## config.mk

```make
export PLATFORM = sky130hd
export DESIGN_NAME = tcm_dport_arbiter_flat
export DESIGN_NICKNAME = d
export VERILOG_FILES = /design/src/rtl/tcm_dport_arbiter_pkg.sv /design/src/rtl/tcm_dport_if.sv /design/src/rtl/tcm_route_fifo.sv /design/src/rtl/tcm_dport_arbiter.sv /design/src/flat_wrapper.sv
export SDC_FILE = /design/constraint.sdc
export NUM_CORES = 1
export LEC_CHECK = 0
export BUFFER_PORTS_ARGS = -buffer_cell sky130_fd_sc_hd__buf_2
export CAP_MARGIN = 20
export CORE_AREA = 3 3 154 156
export CTS_CLUSTER_DIAMETER = 80
export CTS_CLUSTER_SIZE = 8
export DETAILED_ROUTE_END_ITERATION = 7
export DIE_AREA = 0 0 157 159
export PLACE_DENSITY = 0.47
export SLEW_MARGIN = 10
export SYNTH_ARGS = -nofsm -noshare
export SYNTH_HDL_FRONTEND = slang
export SYNTH_SLANG_ARGS = --single-unit
```

## constraint.sdc

```tcl
create_clock -name clk_i -period 4.1 [get_ports clk_i]
set_input_delay 0.615 -clock clk_i [delete_from_list [all_inputs] [get_ports clk_i]]
set_output_delay 0.615 -clock clk_i [all_outputs]
set_load 0.005 [all_outputs]
```

## src/rtl/tcm_dport_arbiter_pkg.sv

```systemverilog
// Shared types and constants for the TCM data-port arbiter.
package tcm_dport_arbiter_pkg;

  localparam int unsigned MEM_D_TAG_W = 11;

  typedef enum logic [1:0] {
    ARB_IDLE   = 2'd0,
    ARB_LOCK_0 = 2'd1,
    ARB_LOCK_1 = 2'd2
  } dport_arb_state_t;

  // Request fields routed from a master to the memory port. The tag travels
  // separately because its width is a module parameter.
  typedef struct packed {
    logic [31:0] addr;
    logic [31:0] data_wr;
    logic        rd;
    logic [3:0]  wr;
    logic        cacheable;
    logic        invalidate;
    logic        writeback;
    logic        flush;
  } mem_d_req_t;

  // A master is requesting when any access or maintenance strobe is set.
  function automatic logic req_active(mem_d_req_t r);
    return r.rd | (|r.wr) | r.flush | r.invalidate | r.writeback;
  endfunction

endpackage

```

## src/rtl/tcm_dport_if.sv

```systemverilog
// Data-port bus: request from master to slave, accept and response back.
interface tcm_dport_if #(
  parameter int unsigned TAG_W = 11
) ();
  logic [31:0]      addr;
  logic [31:0]      data_wr;
  logic             rd;
  logic [3:0]       wr;
  logic             cacheable;
  logic             invalidate;
  logic             writeback;
  logic             flush;
  logic [TAG_W-1:0] req_tag;
  logic             accept;
  logic             ack;
  logic             error;
  logic [31:0]      data_rd;
  logic [TAG_W-1:0] resp_tag;

  modport master (
    output addr, data_wr, rd, wr, cacheable, invalidate, writeback, flush, req_tag,
    input  accept, ack, error, data_rd, resp_tag
  );

  modport slave (
    input  addr, data_wr, rd, wr, cacheable, invalidate, writeback, flush, req_tag,
    output accept, ack, error, data_rd, resp_tag
  );
endinterface

```

## src/rtl/tcm_route_fifo.sv

```systemverilog
// In-order FIFO of 1-bit master ids, one entry per accepted-but-unacked request.
module tcm_route_fifo #(
  parameter int unsigned DEPTH = 4,
  localparam int unsigned PtrW = $clog2(DEPTH),
  localparam int unsigned CntW = $clog2(DEPTH + 1)
) (
  input  logic            clk_i,
  input  logic            rst_i,
  input  logic            push_i,
  input  logic            push_id_i,
  input  logic            pop_i,
  output logic            head_id_o,
  output logic            full_o,
  output logic            empty_o,
  output logic [CntW-1:0] count_o
);

  logic [DEPTH-1:0] r_mem;
  logic [PtrW-1:0]  r_wptr;
  logic [PtrW-1:0]  r_rptr;
  logic [CntW-1:0]  r_count;
  logic             w_push;
  logic             w_pop;

  assign full_o    = (r_count == CntW'(DEPTH));
  assign empty_o   = (r_count == '0);
  assign count_o   = r_count;
  assign head_id_o = r_mem[r_rptr];
  assign w_push    = push_i & ~full_o;
  assign w_pop     = pop_i & ~empty_o;

  // Storage, pointers (natural wrap) and occupancy count.
  always_ff @(posedge clk_i or posedge rst_i) begin
    if (rst_i) begin
      r_mem   <= '0;
      r_wptr  <= '0;
      r_rptr  <= '0;
      r_count <= '0;
    end else begin
      if (w_push) begin
        r_mem[r_wptr] <= push_id_i;
        r_wptr        <= r_wptr + PtrW'(1);
      end
      if (w_pop) begin
        r_rptr <= r_rptr + PtrW'(1);
      end
      if (w_push && !w_pop) begin
        r_count <= r_count + CntW'(1);
      end else if (!w_push && w_pop) begin
        r_count <= r_count - CntW'(1);
      end
    end
  end

endmodule

```

## src/rtl/tcm_dport_arbiter.sv

```systemverilog
// Round-robin arbiter sharing the TCM data port between two masters, with
// in-order response routing back to the issuing master.
module tcm_dport_arbiter
  import tcm_dport_arbiter_pkg::*;
#(
  parameter int unsigned DEPTH = 4,
  parameter int unsigned TAG_W = MEM_D_TAG_W
) (
  input  logic                       clk_i,
  input  logic                       rst_i,
  tcm_dport_if.slave                 m0,
  tcm_dport_if.slave                 m1,
  tcm_dport_if.master                s,
  output logic [$clog2(DEPTH+1)-1:0] outstanding_o,
  output logic                       stray_ack_o
);

  dport_arb_state_t r_state, w_state_next;
  logic             r_rr_last, w_rr_next;
  logic             w_grant_vld, w_grant_id;
  logic             w_push, w_pop;
  logic             w_full, w_empty, w_head_id;
  logic             w_req0, w_req1;
  logic             w_ack0, w_ack1;
  logic             r_stray;
  logic [31:0]      r_data0, r_data1;
  logic [TAG_W-1:0] r_tag0, r_tag1;
  mem_d_req_t       w_m0_req, w_m1_req, w_sel_req;

  assign w_m0_req = '{addr: m0.addr, data_wr: m0.data_wr, rd: m0.rd, wr: m0.wr,
                      cacheable: m0.cacheable, invalidate: m0.invalidate,
                      writeback: m0.writeback, flush: m0.flush};
  assign w_m1_req = '{addr: m1.addr, data_wr: m1.data_wr, rd: m1.rd, wr: m1.wr,
                      cacheable: m1.cacheable, invalidate: m1.invalidate,
                      writeback: m1.writeback, flush: m1.flush};
  assign w_req0   = req_active(w_m0_req);
  assign w_req1   = req_active(w_m1_req);

  tcm_route_fifo #(
    .DEPTH(DEPTH)
  ) u_route_fifo (
    .clk_i     (clk_i),
    .rst_i     (rst_i),
    .push_i    (w_push),
    .push_id_i (w_grant_id),
    .pop_i     (w_pop),
    .head_id_o (w_head_id),
    .full_o    (w_full),
    .empty_o   (w_empty),
    .count_o   (outstanding_o)
  );

  // FSM and round-robin state registers.
  always_ff @(posedge clk_i or posedge rst_i) begin
    if (rst_i) begin
      r_state   <= ARB_IDLE;
      r_rr_last <= 1'b1;
    end else begin
      r_state   <= w_state_next;
      r_rr_last <= w_rr_next;
    end
  end

  // Grant selection, lock tracking and FIFO push.
  always_comb begin
    w_state_next = r_state;
    w_rr_next    = r_rr_last;
    w_grant_vld  = 1'b0;
    w_grant_id   = 1'b0;
    w_push       = 1'b0;
    case (r_state)
      ARB_IDLE: begin
        // A full routing FIFO blocks new grants even if an ack pops this cycle.
        if (!w_full) begin
          if (w_req0 && w_req1) begin
            w_grant_vld = 1'b1;
            w_grant_id  = ~r_rr_last;
          end else if (w_req0) begin
            w_grant_vld = 1'b1;
          end else if (w_req1) begin
            w_grant_vld = 1'b1;
            w_grant_id  = 1'b1;
          end
        end
      end
      ARB_LOCK_0: begin
        if (w_req0) w_grant_vld = 1'b1;
        else        w_state_next = ARB_IDLE;
      end
      ARB_LOCK_1: begin
        if (w_req1) begin
          w_grant_vld = 1'b1;
          w_grant_id  = 1'b1;
        end else begin
          w_state_next = ARB_IDLE;
        end
      end
      default: w_state_next = ARB_IDLE;
    endcase
    // Keep all strobes quiet while reset is asserted.
    if (rst_i) w_grant_vld = 1'b0;
    if (w_grant_vld) begin
      if (s.accept) begin
        w_push       = 1'b1;
        w_rr_next    = w_grant_id;
        w_state_next = ARB_IDLE;
      end else begin
        w_state_next = w_grant_id ? ARB_LOCK_1 : ARB_LOCK_0;
      end
    end
  end

  // Request mux towards the memory port; all zero when nobody is granted.
  always_comb begin
    w_sel_req = '0;
    s.req_tag = '0;
    if (w_grant_vld) begin
      w_sel_req = w_grant_id ? w_m1_req : w_m0_req;
      s.req_tag = w_grant_id ? m1.req_tag : m0.req_tag;
    end
  end

  assign s.addr       = w_sel_req.addr;
  assign s.data_wr    = w_sel_req.data_wr;
  assign s.rd         = w_sel_req.rd;
  assign s.wr         = w_sel_req.wr;
  assign s.cacheable  = w_sel_req.cacheable;
  assign s.invalidate = w_sel_req.invalidate;
  assign s.writeback  = w_sel_req.writeback;
  assign s.flush      = w_sel_req.flush;

  assign m0.accept = w_grant_vld & ~w_grant_id & s.accept;
  assign m1.accept = w_grant_vld & w_grant_id & s.accept;

  // Response demux: route each ack to the master at the FIFO head.
  assign w_pop  = s.ack & ~w_empty & ~rst_i;
  assign w_ack0 = w_pop & ~w_head_id;
  assign w_ack1 = w_pop & w_head_id;

  assign m0.ack      = w_ack0;
  assign m0.error    = w_ack0 & s.error;
  assign m0.data_rd  = w_ack0 ? s.data_rd : r_data0;
  assign m0.resp_tag = w_ack0 ? s.resp_tag : r_tag0;
  assign m1.ack      = w_ack1;
  assign m1.error    = w_ack1 & s.error;
  assign m1.data_rd  = w_ack1 ? s.data_rd : r_data1;
  assign m1.resp_tag = w_ack1 ? s.resp_tag : r_tag1;
  assign stray_ack_o = r_stray;

  // Hold last delivered response per master; latch stray acks.
  always_ff @(posedge clk_i or posedge rst_i) begin
    if (rst_i) begin
      r_data0 <= '0;
      r_tag0  <= '0;
      r_data1 <= '0;
      r_tag1  <= '0;
      r_stray <= 1'b0;
    end else begin
      if (w_ack0) begin
        r_data0 <= s.data_rd;
        r_tag0  <= s.resp_tag;
      end
      if (w_ack1) begin
        r_data1 <= s.data_rd;
        r_tag1  <= s.resp_tag;
      end
      if (s.ack && w_empty) r_stray <= 1'b1;
    end
  end

endmodule
```

## src/flat_wrapper.sv

```systemverilog
// flat-port wrapper written by rule: the top's interface ports become plain ports
module tcm_dport_arbiter_flat import tcm_dport_arbiter_pkg::*;
#(
  parameter int unsigned DEPTH = 4,
  parameter int unsigned TAG_W = MEM_D_TAG_W
)
  (clk_i, rst_i, outstanding_o, stray_ack_o, m0_addr, m0_data_wr, m0_rd, m0_wr, m0_cacheable, m0_invalidate, m0_writeback, m0_flush, m0_req_tag, m0_accept, m0_ack, m0_error, m0_data_rd, m0_resp_tag, m1_addr, m1_data_wr, m1_rd, m1_wr, m1_cacheable, m1_invalidate, m1_writeback, m1_flush, m1_req_tag, m1_accept, m1_ack, m1_error, m1_data_rd, m1_resp_tag, s_addr, s_data_wr, s_rd, s_wr, s_cacheable, s_invalidate, s_writeback, s_flush, s_req_tag, s_accept, s_ack, s_error, s_data_rd, s_resp_tag);
  tcm_dport_if #(.TAG_W(TAG_W)) m0_i ();
  tcm_dport_if #(.TAG_W(TAG_W)) m1_i ();
  tcm_dport_if #(.TAG_W(TAG_W)) s_i ();
  input  logic clk_i;
  input  logic rst_i;
  output logic [$clog2(DEPTH+1)-1:0] outstanding_o;
  output logic stray_ack_o;
  input wire logic [$bits(m0_i.addr)-1:0] m0_addr;
  input wire logic [$bits(m0_i.data_wr)-1:0] m0_data_wr;
  input wire logic [$bits(m0_i.rd)-1:0] m0_rd;
  input wire logic [$bits(m0_i.wr)-1:0] m0_wr;
  input wire logic [$bits(m0_i.cacheable)-1:0] m0_cacheable;
  input wire logic [$bits(m0_i.invalidate)-1:0] m0_invalidate;
  input wire logic [$bits(m0_i.writeback)-1:0] m0_writeback;
  input wire logic [$bits(m0_i.flush)-1:0] m0_flush;
  input wire logic [$bits(m0_i.req_tag)-1:0] m0_req_tag;
  output wire logic [$bits(m0_i.accept)-1:0] m0_accept;
  output wire logic [$bits(m0_i.ack)-1:0] m0_ack;
  output wire logic [$bits(m0_i.error)-1:0] m0_error;
  output wire logic [$bits(m0_i.data_rd)-1:0] m0_data_rd;
  output wire logic [$bits(m0_i.resp_tag)-1:0] m0_resp_tag;
  input wire logic [$bits(m1_i.addr)-1:0] m1_addr;
  input wire logic [$bits(m1_i.data_wr)-1:0] m1_data_wr;
  input wire logic [$bits(m1_i.rd)-1:0] m1_rd;
  input wire logic [$bits(m1_i.wr)-1:0] m1_wr;
  input wire logic [$bits(m1_i.cacheable)-1:0] m1_cacheable;
  input wire logic [$bits(m1_i.invalidate)-1:0] m1_invalidate;
  input wire logic [$bits(m1_i.writeback)-1:0] m1_writeback;
  input wire logic [$bits(m1_i.flush)-1:0] m1_flush;
  input wire logic [$bits(m1_i.req_tag)-1:0] m1_req_tag;
  output wire logic [$bits(m1_i.accept)-1:0] m1_accept;
  output wire logic [$bits(m1_i.ack)-1:0] m1_ack;
  output wire logic [$bits(m1_i.error)-1:0] m1_error;
  output wire logic [$bits(m1_i.data_rd)-1:0] m1_data_rd;
  output wire logic [$bits(m1_i.resp_tag)-1:0] m1_resp_tag;
  output wire logic [$bits(s_i.addr)-1:0] s_addr;
  output wire logic [$bits(s_i.data_wr)-1:0] s_data_wr;
  output wire logic [$bits(s_i.rd)-1:0] s_rd;
  output wire logic [$bits(s_i.wr)-1:0] s_wr;
  output wire logic [$bits(s_i.cacheable)-1:0] s_cacheable;
  output wire logic [$bits(s_i.invalidate)-1:0] s_invalidate;
  output wire logic [$bits(s_i.writeback)-1:0] s_writeback;
  output wire logic [$bits(s_i.flush)-1:0] s_flush;
  output wire logic [$bits(s_i.req_tag)-1:0] s_req_tag;
  input wire logic [$bits(s_i.accept)-1:0] s_accept;
  input wire logic [$bits(s_i.ack)-1:0] s_ack;
  input wire logic [$bits(s_i.error)-1:0] s_error;
  input wire logic [$bits(s_i.data_rd)-1:0] s_data_rd;
  input wire logic [$bits(s_i.resp_tag)-1:0] s_resp_tag;
  assign m0_i.addr = m0_addr;
  assign m0_i.data_wr = m0_data_wr;
  assign m0_i.rd = m0_rd;
  assign m0_i.wr = m0_wr;
  assign m0_i.cacheable = m0_cacheable;
  assign m0_i.invalidate = m0_invalidate;
  assign m0_i.writeback = m0_writeback;
  assign m0_i.flush = m0_flush;
  assign m0_i.req_tag = m0_req_tag;
  assign m0_accept = m0_i.accept;
  assign m0_ack = m0_i.ack;
  assign m0_error = m0_i.error;
  assign m0_data_rd = m0_i.data_rd;
  assign m0_resp_tag = m0_i.resp_tag;
  assign m1_i.addr = m1_addr;
  assign m1_i.data_wr = m1_data_wr;
  assign m1_i.rd = m1_rd;
  assign m1_i.wr = m1_wr;
  assign m1_i.cacheable = m1_cacheable;
  assign m1_i.invalidate = m1_invalidate;
  assign m1_i.writeback = m1_writeback;
  assign m1_i.flush = m1_flush;
  assign m1_i.req_tag = m1_req_tag;
  assign m1_accept = m1_i.accept;
  assign m1_ack = m1_i.ack;
  assign m1_error = m1_i.error;
  assign m1_data_rd = m1_i.data_rd;
  assign m1_resp_tag = m1_i.resp_tag;
  assign s_addr = s_i.addr;
  assign s_data_wr = s_i.data_wr;
  assign s_rd = s_i.rd;
  assign s_wr = s_i.wr;
  assign s_cacheable = s_i.cacheable;
  assign s_invalidate = s_i.invalidate;
  assign s_writeback = s_i.writeback;
  assign s_flush = s_i.flush;
  assign s_req_tag = s_i.req_tag;
  assign s_i.accept = s_accept;
  assign s_i.ack = s_ack;
  assign s_i.error = s_error;
  assign s_i.data_rd = s_data_rd;
  assign s_i.resp_tag = s_resp_tag;
  tcm_dport_arbiter #(.DEPTH(DEPTH), .TAG_W(TAG_W)) u_core (.clk_i(clk_i), .rst_i(rst_i), .m0(m0_i), .m1(m1_i), .s(s_i), .outstanding_o(outstanding_o), .stray_ack_o(stray_ack_o));
endmodule
```

==> key figures, run 1 <==
Detailed routing
  – Wire length on met2: 9116 um
  – Wire per inst: 18.19 um
  – DRT Pass-1 Iters: 4
  – Routed Antenna Nets: 0
  – Residual DRC: 0
  – Final wirelength: 19010 um
  – Met3 Routed Length: 1363 um
  – Drt via density: 4.455
  – 1st-iter DRT viols: 295
  – Met1 WL: 8236 um
  – Vias: 4655
  – Max layer used: met4

Clock tree
  – CTS buffer count: 9
  – Buffer count from post-CTS setup fixing: 0
  – Root Driver: clkbuf_16
  – Worst skew pair latency: 0.35 ns
  – Hold Buf Count CTS: 0
  – CTS HTree Levels: 3
  – Clk buf depth: 2
  – Post-CTS Resized: 0
  – Clock Pin Slew Worst Setup and Hold Paths: 0.08 ns
  – CTS tree: done
  – Clock sink total: 101

Floorplanning
  – Horiz. Die Dim: 157 um
  – Rows: 55
  – Die area: 0.02496 mm^2
  – Die height: 159 um
  – CORE AREA: 0.02250 mm^2
  – IO Pins: 396
  – Initial Util: 0.2204

Finish
  – FF/Latch Area: 0.002529 mm^2
  – Most frequent cells in the layout: buf_2 (395), dfrtp_1 (100), a22o_1 (84)
  – Fillers: 2346
  – Antenna diodes: 0
  – Synth-to-layout area growth: 52.64%
  – Most common cell after layout, fill and taps aside: buf_2
  – Final #Nets: 977
  – Post-Layout Cell Count: 1045
  – Area occupied by multi-input gates: 0.002296 mm^2
  – Layout cells sized above 1: 0.6697

Synthesis
  – Area contributors post-synth: dfrtp_1 (50%), mux2_2 (18%), a22o_1 (15%)
  – Post-synth EDFFs: 0
  – Number of synthesized register bits: 101
  – Cells after Synth: 370
  – Distinct cells, synth: 40
  – Post-Syn Nets: 592
  – Post-synthesis sequential area ratio: 0.5100
  – Post-synth top flop: dfrtp_1
  – Leading area contributor after synthesis: dfrtp_1
  – Syn Area/Cell: 13.40 um^2
  – Ys Warns: 0
  – Synth Cell Area: 0.004959 mm^2
  – Yosys top cell area share: 0.5047
  – Asr flop ratio synth: 1.000

Critical path
  – CP Max Fanout: 31
  – Worst setup startpoint: u_core.u_route_fifo.count_o[0]
  – Critical path data required time: 3.48 ns
  – Worst r2r path cells: 11
  – WP buf/inv: 3
  – R2R Path Start: u_core.u_route_fifo.count_o[2]
  – Worst Path Arrival: 2.91 ns
  – Startpoint Class: flip-flop
  – Crit-path leading delay family: simple AND/OR/NAND/NOR gates
  – CP peak stage delay: 0.48 ns
  – RR Endpoint: u_core.u_route_fifo.count_o[2]
  – Kind of critical path: reg -> out
  – R2R setup slack: 1.17 ns
  – Setup crit end: m0_data_rd[21]
  – Critical-path top delay cell: nor3b_1
  – Crit-path cells: nor3_1, nor3b_1, inv_1, nor2_4, buf_12, mux2_2, buf_2
  – Worst Setup End Kind: output port
  – Levels on crit path: 7

Timing
  – Post-route minimum period: 3.527 ns
  – Final Cycle Share: 0.8602
  – Maximum clock rate: 0.2836 GHz
  – Sum Neg Setup Slack: 0 ns
  – Setup Skew: 0.009219 ns
  – Final Max Tran Viols: 0
  – Worst-Margin Slew: 0.9123 ns
  – Hold Vio Cnt, Final: 0
  – Max_slew headroom: 0.3918
  – RSZ-0062 raised after global routing: false
  – Final Setup Violations: 0

Pwr
  – Comb pwr share: 0.566
  – Register share of total power: 0.290
  – Net Sw Frac: 0.3784
  – Clock power share: 0.144
  – Total power draw: 5.739 mW
  – Maximum vdd drop: 0.3298 mV
  – Leak: 3.922 nW
  – Pint: 3.567 mW
  – Sw Pwr: 2.171 mW
  – Cell area power density: 758.2 mW/mm^2

Placement
  – Placer Congestion: 0.8421
  – Dpl hpwl: 15210 um
  – Dpl cells: 1029
  – PortBufs: 395

Global routing
  – Vias in the first global route: 4800
  – First-pass GRT wire length: 27680 um
  – GRT overflow: 0
  – Largest net degree at the start of global routing: 86
  – GR Util All Layers: 0.1427
  – Initial antenna violation count: 0

Status
  – Status: finished, final reports clean

Worst hold path
  – Hold Path Class: reg -> reg

Job
  – Number of max-cap violations: 0
state kept, by name, summed over array words and instances, names as in the netlist:
name                         cells
u_core.r_tag1                   11
u_core.u_route_fifo.r_rptr       2
u_core.u_route_fifo.r_wptr       2
u_core.r_rr_last                 1
u_core.r_data0                  32
u_core.r_data1                  32
u_core.stray_ack_o               1
u_core.u_route_fifo.r_mem        4
u_core.r_state                   2
u_core.r_tag0                   11
u_core.u_route_fifo.count_o      3
through the flow:
step	hold WS (ns)	cell area, um^2	utilization	setup WS, ns
floorplan	0.4510	4959	-	0.8395
global placement	0.4607	7282	0.3236	0.8267
detailed placement	0.4671	7282	0.3236	0.6759
CTS	0.4643	7569	0.3363	0.4932
global route	0.4912	7569	0.3363	0.2409
finish	0.4823	7569	0.3363	0.5733
cells by family (layout without fill, tap and decap cells):
family | count (synthesis) | count (layout) | share of synthesized area
adders and majority gates | 6 | 6 | 0.01665
DFF | 101 | 101 | 0.5100
muxes | 89 | 89 | 0.2044
xor gates and xnor gates | 6 | 6 | 0.01060
buffers and inverters | 34 | 424 | 0.03104
and+or+nand+nor | 31 | 31 | 0.04770
AOI/OAI and AO/OA | 103 | 103 | 0.1797
layer usage:
layer | vias to the layer above | track usage
met5 | - | 0
met4 | 0 | 0.03900
met3 | 18 | 0.03262
met2 | 197 | 0.2381
met1 | 2250 | 0.1852
li1 | 2190 | -
power groups by stage:
stage / registers, mW / clock network (mW) / logic, mW
floorplan: 1.63 / 0 / 1.81
global placement: 1.67 / 0 / 3.30
detailed placement: 1.69 / 0 / 3.28
CTS: 1.67 / 0.862 / 3.30
global route: 1.73 / 0.900 / 3.56
finish: 1.66 / 0.827 / 3.25
cells in the mapped netlist, types with 3 or more instances:
master,instances
nor3_2,3
ha_1,5
o31ai_1,4
nor2_1,3
nor4_2,3
mux2_2,78
clkbuf_1,6
inv_1,7
o21ai_0,4
a22o_1,84
buf_2,21
nand2_1,4
dfrtp_1,100
xnor2_1,4
nand3_1,4
mux2_1,10
worst min path at each step:
stage | startpoint | end | slack, ns | cells after the start
after floorplan | u_core.stray_ack_o | u_core.stray_ack_o | 0.45 | 1
after global placement | u_core.r_data0[30] | u_core.r_data0[30] | 0.46 | 1
after detailed placement | u_core.r_data0[29] | u_core.r_data0[29] | 0.47 | 1
after CTS | s_ack | u_core.stray_ack_o | 0.46 | 2
after global routing | s_ack | u_core.stray_ack_o | 0.49 | 2
final | u_core.r_data0[29] | u_core.r_data0[29] | 0.48 | 1
area by class of cell:
cell class,count,area share
Tap cell,285,0.04712
Clock inverter,6,0.007605
Inverter,7,0.003802
Sequential cell,101,0.3341
Clock buffer,10,0.03025
Timing Repair Buffer,401,0.2738
Multi-Input combinational cell,235,0.3034
(Power assumes the default switching activity.)
==> inputs of run 2 (changes only) <==
--- a/config.mk
+++ b/config.mk
@@ -12,6 +12,7 @@
 export CTS_CLUSTER_SIZE = 8
 export DETAILED_ROUTE_END_ITERATION = 7
 export DIE_AREA = 0 0 157 159
+export GPL_TIMING_DRIVEN = 0
 export PLACE_DENSITY = 0.47
 export SLEW_MARGIN = 10
 export SYNTH_ARGS = -nofsm -noshare
==> key figures, run 2 (same netlist as run 1, synthesis figures left out) <==
Status
  – Status: finished, final reports clean

Pwr
  – Maximum vdd drop: 0.3538 mV
  – Total power draw: 5.811 mW
  – Leak: 4.008 nW
  – Cell area power density: 760.0 mW/mm^2

Timing
  – Setup Skew: 0.006376 ns
  – RSZ-0062 raised after global routing: false
  – Final Setup Violations: 0
  – Worst-Margin Slew: 0.6024 ns
  – Min Hold Slack: 0.3456 ns
  – Final Cycle Share: 0.8591
  – Max_slew headroom: 0.5966
  – Hold Vio Cnt, Final: 0
  – Final Max Tran Viols: 0
  – Sum Neg Setup Slack: 0 ns
  – Maximum clock rate: 0.2839 GHz
  – Post-route minimum period: 3.522 ns

Floorplanning
  – CORE AREA: 0.02250 mm^2
  – Horiz. Die Dim: 157 um
  – Initial Util: 0.2204
  – Rows: 55
  – Die height: 159 um
  – Die area: 0.02496 mm^2
  – IO Pins: 396

Critical path
  – CP dominant cell by count: buf_2
  – Setup crit end: m0_data_rd[21]
  – Startpoint Class: flip-flop
  – Worst Path Arrival: 2.91 ns
  – R2R Path Start: u_core.u_route_fifo.count_o[2]
  – Worst Setup End Kind: output port
  – WP buf/inv: 3
  – Crit-path cells: nor3_1, nor3b_1, inv_1, nor2_2, buf_2, mux2_2, buf_2
  – Crit-path leading delay family: simple AND/OR/NAND/NOR gates
  – CP Max Fanout: 10
  – Levels on crit path: 7
  – Kind of critical path: reg -> out
  – Critical path data required time: 3.48 ns
  – Worst r2r path cells: 10
  – RR Endpoint: u_core.u_route_fifo.count_o[2]
  – R2R setup slack: 1.41 ns
  – CP peak stage delay: 0.47 ns
  – Worst setup startpoint: u_core.u_route_fifo.count_o[0]
  – Critical-path top delay cell: dfrtp_1

Global routing
  – GRT overflow: 0
  – Largest net degree at the start of global routing: 55
  – Initial antenna violation count: 2
  – First-pass GRT wire length: 28080 um
  – GR Util All Layers: 0.1458
  – Vias in the first global route: 4740

Finish
  – Post-Layout Cell Count: 1068
  – Most common cell after layout, fill and taps aside: buf_2
  – Layout cells sized above 1: 0.6714
  – Final #Nets: 999
  – Finished Core Util: 0.3398
  – Biggest regs: u_core.r_data0 x32, u_core.r_data1 x32
  – Most frequent cells in the layout: buf_2 (416), dfrtp_1 (100), a22o_1 (84)
  – Synth-to-layout area growth: 54.20%

Placement
  – PortBufs: 395
  – Dpl hpwl: 16070 um
  – Placer Congestion: 0.9358
  – Dpl cells: 1051

Clock tree
  – CTS buffer count: 9
  – Clock Pin Slew Worst Setup and Hold Paths: 0.07 ns
  – Buffer count from post-CTS setup fixing: 0
  – Clk buf depth: 2
  – Clock sink total: 101
  – Post-CTS Resized: 0
  – Worst skew pair latency: 0.35 ns
  – CTS HTree Levels: 3
  – Root Driver: clkbuf_16
  – CTS tree: done
  – Hold Buf Count CTS: 0

Job
  – Number of max-cap violations: 0

Detailed routing
  – DRT Pass-1 Iters: 4
  – Final wirelength: 19400 um
  – Vias: 4799
  – Wire per inst: 18.16 um
  – Routed Antenna Nets: 0
  – Drt via density: 4.493
  – 1st-iter DRT viols: 239
  – Residual DRC: 0

Worst hold path
  – Hold Path Class: in -> async
==> run 2: per-layer routing <==
layer  share of wire  up-vias  global-route usage
met3           0.080       24             0.04213
met2            0.47      201              0.2338
met1            0.43     2334              0.1915
met5         0.00067        -                   0
li1                -     2238                   -
met4           0.018        2             0.04059
==> run 2: cell type report <==
class                   instances  area [um^2]
diodes                          1        2.502
plain buffers                  27        127.6
clock buffers                  10        239.0
clock inverters                 6        80.08
fillers                      2366        14860
inverters                       7        31.28
multi-input cells             235         2276
flip-flops and latches        101         2529
well taps                     285        356.6
repair buffers                396         2004
==> run 2: metrics by stage <==
stage | area, um^2 | setup slack [ns]
5_1_grt | 7646 | 0.2207
4_1_cts | 7644 | 0.4241
2_1_floorplan | 4959 | 0.8395
3_3_place_gp | 7292 | -0.7974
6_report | 7646 | 0.5776
3_5_place_dp | 7325 | 0.5736
==> run 2: power breakdown <==
part / leakage (nW) / internal (mW) / total (mW) / switching [mW]
Clock: 0.152 / 0.501 / 0.901 / 0.400
Sequential: 1.20 / 1.50 / 1.65 / 0.159
Combinational: 2.65 / 1.64 / 3.26 / 1.61
Total: 4.01 / 3.64 / 5.81 / 2.17
==> run 2: how the worst min path moves through the flow <==
stage | from | to | slack, ns | cells past startpoint
6_report | rst_i | u_core.u_route_fifo.r_wptr[0] | 0.35 | 2
3_5_place_dp | u_core.stray_ack_o | u_core.stray_ack_o | 0.44 | 1
2_1_floorplan | u_core.stray_ack_o | u_core.stray_ack_o | 0.45 | 1
5_1_grt | rst_i | u_core.r_state[1] | 0.37 | 2
4_1_cts | rst_i | u_core.u_route_fifo.r_wptr[0] | 0.36 | 2
3_3_place_gp | u_core.stray_ack_o | u_core.stray_ack_o | 0.45 | 1
==> run 2: worst register-to-register path: stages (launching register included) <==
cell,delay (ns)
dfrtp_1,0.41
nor3b_2,0.20
nor3_2,0.32
a221oi_4,0.15
nor4_2,0.42
ha_1,0.26
inv_1,0.06
fa_1,0.37
xor2_1,0.17
nor2_1,0.11
xor2_1,0.15
==> inputs of run 3 (changes only) <==
--- a/config.mk
+++ b/config.mk
@@ -5,15 +5,15 @@
 export SDC_FILE = /design/constraint.sdc
 export NUM_CORES = 1
 export LEC_CHECK = 0
-export BUFFER_PORTS_ARGS = -buffer_cell sky130_fd_sc_hd__buf_2
 export CAP_MARGIN = 20
 export CORE_AREA = 3 3 154 156
 export CTS_CLUSTER_DIAMETER = 80
 export CTS_CLUSTER_SIZE = 8
 export DETAILED_ROUTE_END_ITERATION = 7
 export DIE_AREA = 0 0 157 159
+export DONT_BUFFER_PORTS = 1
 export GPL_TIMING_DRIVEN = 0
-export PLACE_DENSITY = 0.47
+export PLACE_DENSITY = 0.32
 export SLEW_MARGIN = 10
 export SYNTH_ARGS = -nofsm -noshare
 export SYNTH_HDL_FRONTEND = slang
==> key figures, run 3 (same netlist as run 1, synthesis figures left out) <==
Timing
  – RSZ-0062 raised after global routing: false
  – Final Setup Violations: 0
  – Setup Skew: 0.01337 ns
  – Worst-Margin Slew: 0.6821 ns
  – Post-route minimum period: 3.735 ns
  – Final Max Tran Viols: 0
  – Setup WS post-layout: 0.3648 ns
  – Max_slew headroom: 0.5411
  – Maximum clock rate: 0.2677 GHz
  – Final Cycle Share: 0.9110
  – Sum Neg Setup Slack: 0 ns
  – Hold Vio Cnt, Final: 0

Finish
  – Fillers: 2351
  – Cell area after layout: 0.005649 mm^2
  – Biggest regs: u_core.r_data0 x32, u_core.r_data1 x32
  – Final #Nets: 604
  – Finished Core Util: 0.2510
  – Synth-to-layout area growth: 13.93%
  – Most common cell after layout, fill and taps aside: dfrtp_1
  – Most frequent cells in the layout: dfrtp_1 (100), a22o_1 (84), mux2_2 (78)
  – Layout cells sized above 1: 0.3333

Clock tree
  – Post-CTS Resized: 0
  – Buffer count from post-CTS setup fixing: 0
  – Root Driver: clkbuf_16
  – Clk buf depth: 2
  – CTS tree: done
  – Clock Pin Slew Worst Setup and Hold Paths: 0.07 ns
  – Hold Buf Count CTS: 0
  – CTS buffer count: 9
  – CTS HTree Levels: 3
  – Clock sink total: 101
  – Worst skew pair latency: 0.36 ns

Floorplanning
  – Die area: 0.02496 mm^2
  – Horiz. Die Dim: 157 um
  – Rows: 55
  – Die height: 159 um
  – CORE AREA: 0.02250 mm^2
  – Initial Util: 0.2204
  – IO Pins: 396

Pwr
  – Register share of total power: 0.336
  – Pint: 2.915 mW
  – Cell area power density: 883.0 mW/mm^2
  – Clock power share: 0.171
  – Sw Pwr: 2.073 mW
  – Maximum vdd drop: 0.2429 mV
  – Leak: 2.329 nW
  – Comb pwr share: 0.493
  – Total power draw: 4.988 mW
  – Net Sw Frac: 0.4156

Detailed routing
  – Drt via density: 5.209
  – DRT Pass-1 Iters: 4
  – Residual DRC: 0
  – Vias: 3521
  – Final wirelength: 20360 um
  – Wire per inst: 30.11 um
  – Routed Antenna Nets: 0
  – 1st-iter DRT viols: 222

Placement
  – Place WS: 0.4785 ns
  – PortBufs: 0
  – Placed inst area: 0.005348 mm^2
  – Placer Congestion: 0.8901
  – Dpl hpwl: 16980 um

Global routing
  – GR Util All Layers: 0.1535
  – Initial antenna violation count: 8
  – Vias in the first global route: 3628
  – GRT overflow: 0
  – First-pass GRT wire length: 27140 um
  – Largest net degree at the start of global routing: 61

Critical path
  – Worst Setup End Kind: output port
  – RR Endpoint: u_core.u_route_fifo.count_o[2]
  – Worst Path Arrival: 3.12 ns
  – Critical path data required time: 3.48 ns
  – CP Max Fanout: 10
  – Kind of critical path: reg -> out
  – R2R setup slack: 1.26 ns
  – Worst r2r path cells: 10
  – Startpoint Class: flip-flop
  – R2R Path Start: u_core.u_route_fifo.count_o[0]

Job
  – Number of max-cap violations: 0

Worst hold path
  – Hold Path Class: in -> async

Status
  – Status: finished, final reports clean
==> run 3: cell count changes in the layout (fill, tap and decap cells not counted) <==
| cell | previous run | this run |
|---|---|---|
| buf_2 | 416 | 21 |
| bufinv_16 | 1 | 0 |
| clkbuf_1 | 6 | 7 |
| clkbuf_8 | 1 | 0 |
| clkinv_4 | 1 | 0 |
| clkinvlp_4 | 1 | 0 |
| diode_2 | 1 | 4 |
| inv_6 | 3 | 5 |
| inv_8 | 0 | 1 |
==> run 3: layout make-up <==
class,count,area [um^2],share of cell area
inverters,7,31.28,0.005537
diodes,4,10.01,0.001772
clock buffers,10,229.0,0.04053
repair buffers,1,27.53,0.004873
plain buffers,27,127.6,0.02259
well taps,285,356.6,0.06312
flip-flops and latches,101,2529,0.4476
clock inverters,6,62.56,0.01107
multi-input cells,235,2276,0.4029
==> run 3: power groups by stage <==
stage          clock [mW]  combinational, mW  sequential (mW)
6_report            0.853               2.46             1.68
5_1_grt             0.941               2.67             1.74
4_1_cts             0.893               2.52             1.69
3_5_place_dp            0               2.51             1.71
3_3_place_gp            0               2.50             1.70
2_1_floorplan           0               1.81             1.63
==> run 3: through the flow <==
step	hold WS (ns)	cells
2_1_floorplan	0.4510	370
3_3_place_gp	0.4753	655
3_5_place_dp	0.4743	656
4_1_cts	0.1381	672
5_1_grt	0.1432	673
6_report	0.1314	676
==> run 3: worst max path at each step <==
stage	slack (ns)	cells past startpoint	endpoint	startpoint
floorplan	0.84	1	u_core.r_data0[0]	rst_i
global placement	-0.44	1	u_core.r_tag0[3]	rst_i
detailed placement	0.48	7	s_addr[21]	m0_wr[0]
CTS	0.14	7	s_addr[21]	u_core.u_route_fifo.count_o[0]
global route	0.07	7	s_addr[21]	u_core.u_route_fifo.count_o[0]
finish	0.36	7	s_addr[21]	u_core.u_route_fifo.count_o[0]
==> run 3: layer usage <==
layer | GRT usage | up-vias | wire (um)
li1 | - | 1446 | -
met1 | 0.1600 | 1773 | 7033
met2 | 0.2580 | 273 | 10070
met3 | 0.1019 | 23 | 3015
met4 | 0.03144 | 6 | 193
met5 | 0 | - | 45
==> run 3: critical path: stages (launching register included) <==
cell and delay [ns]:
dfrtp_1 0.57, nor3b_2 0.14, nor3_2 0.32, a31oi_1 0.32
nor3_2 0.33, buf_2 0.28, buf_2 0.34, a22o_1 0.45
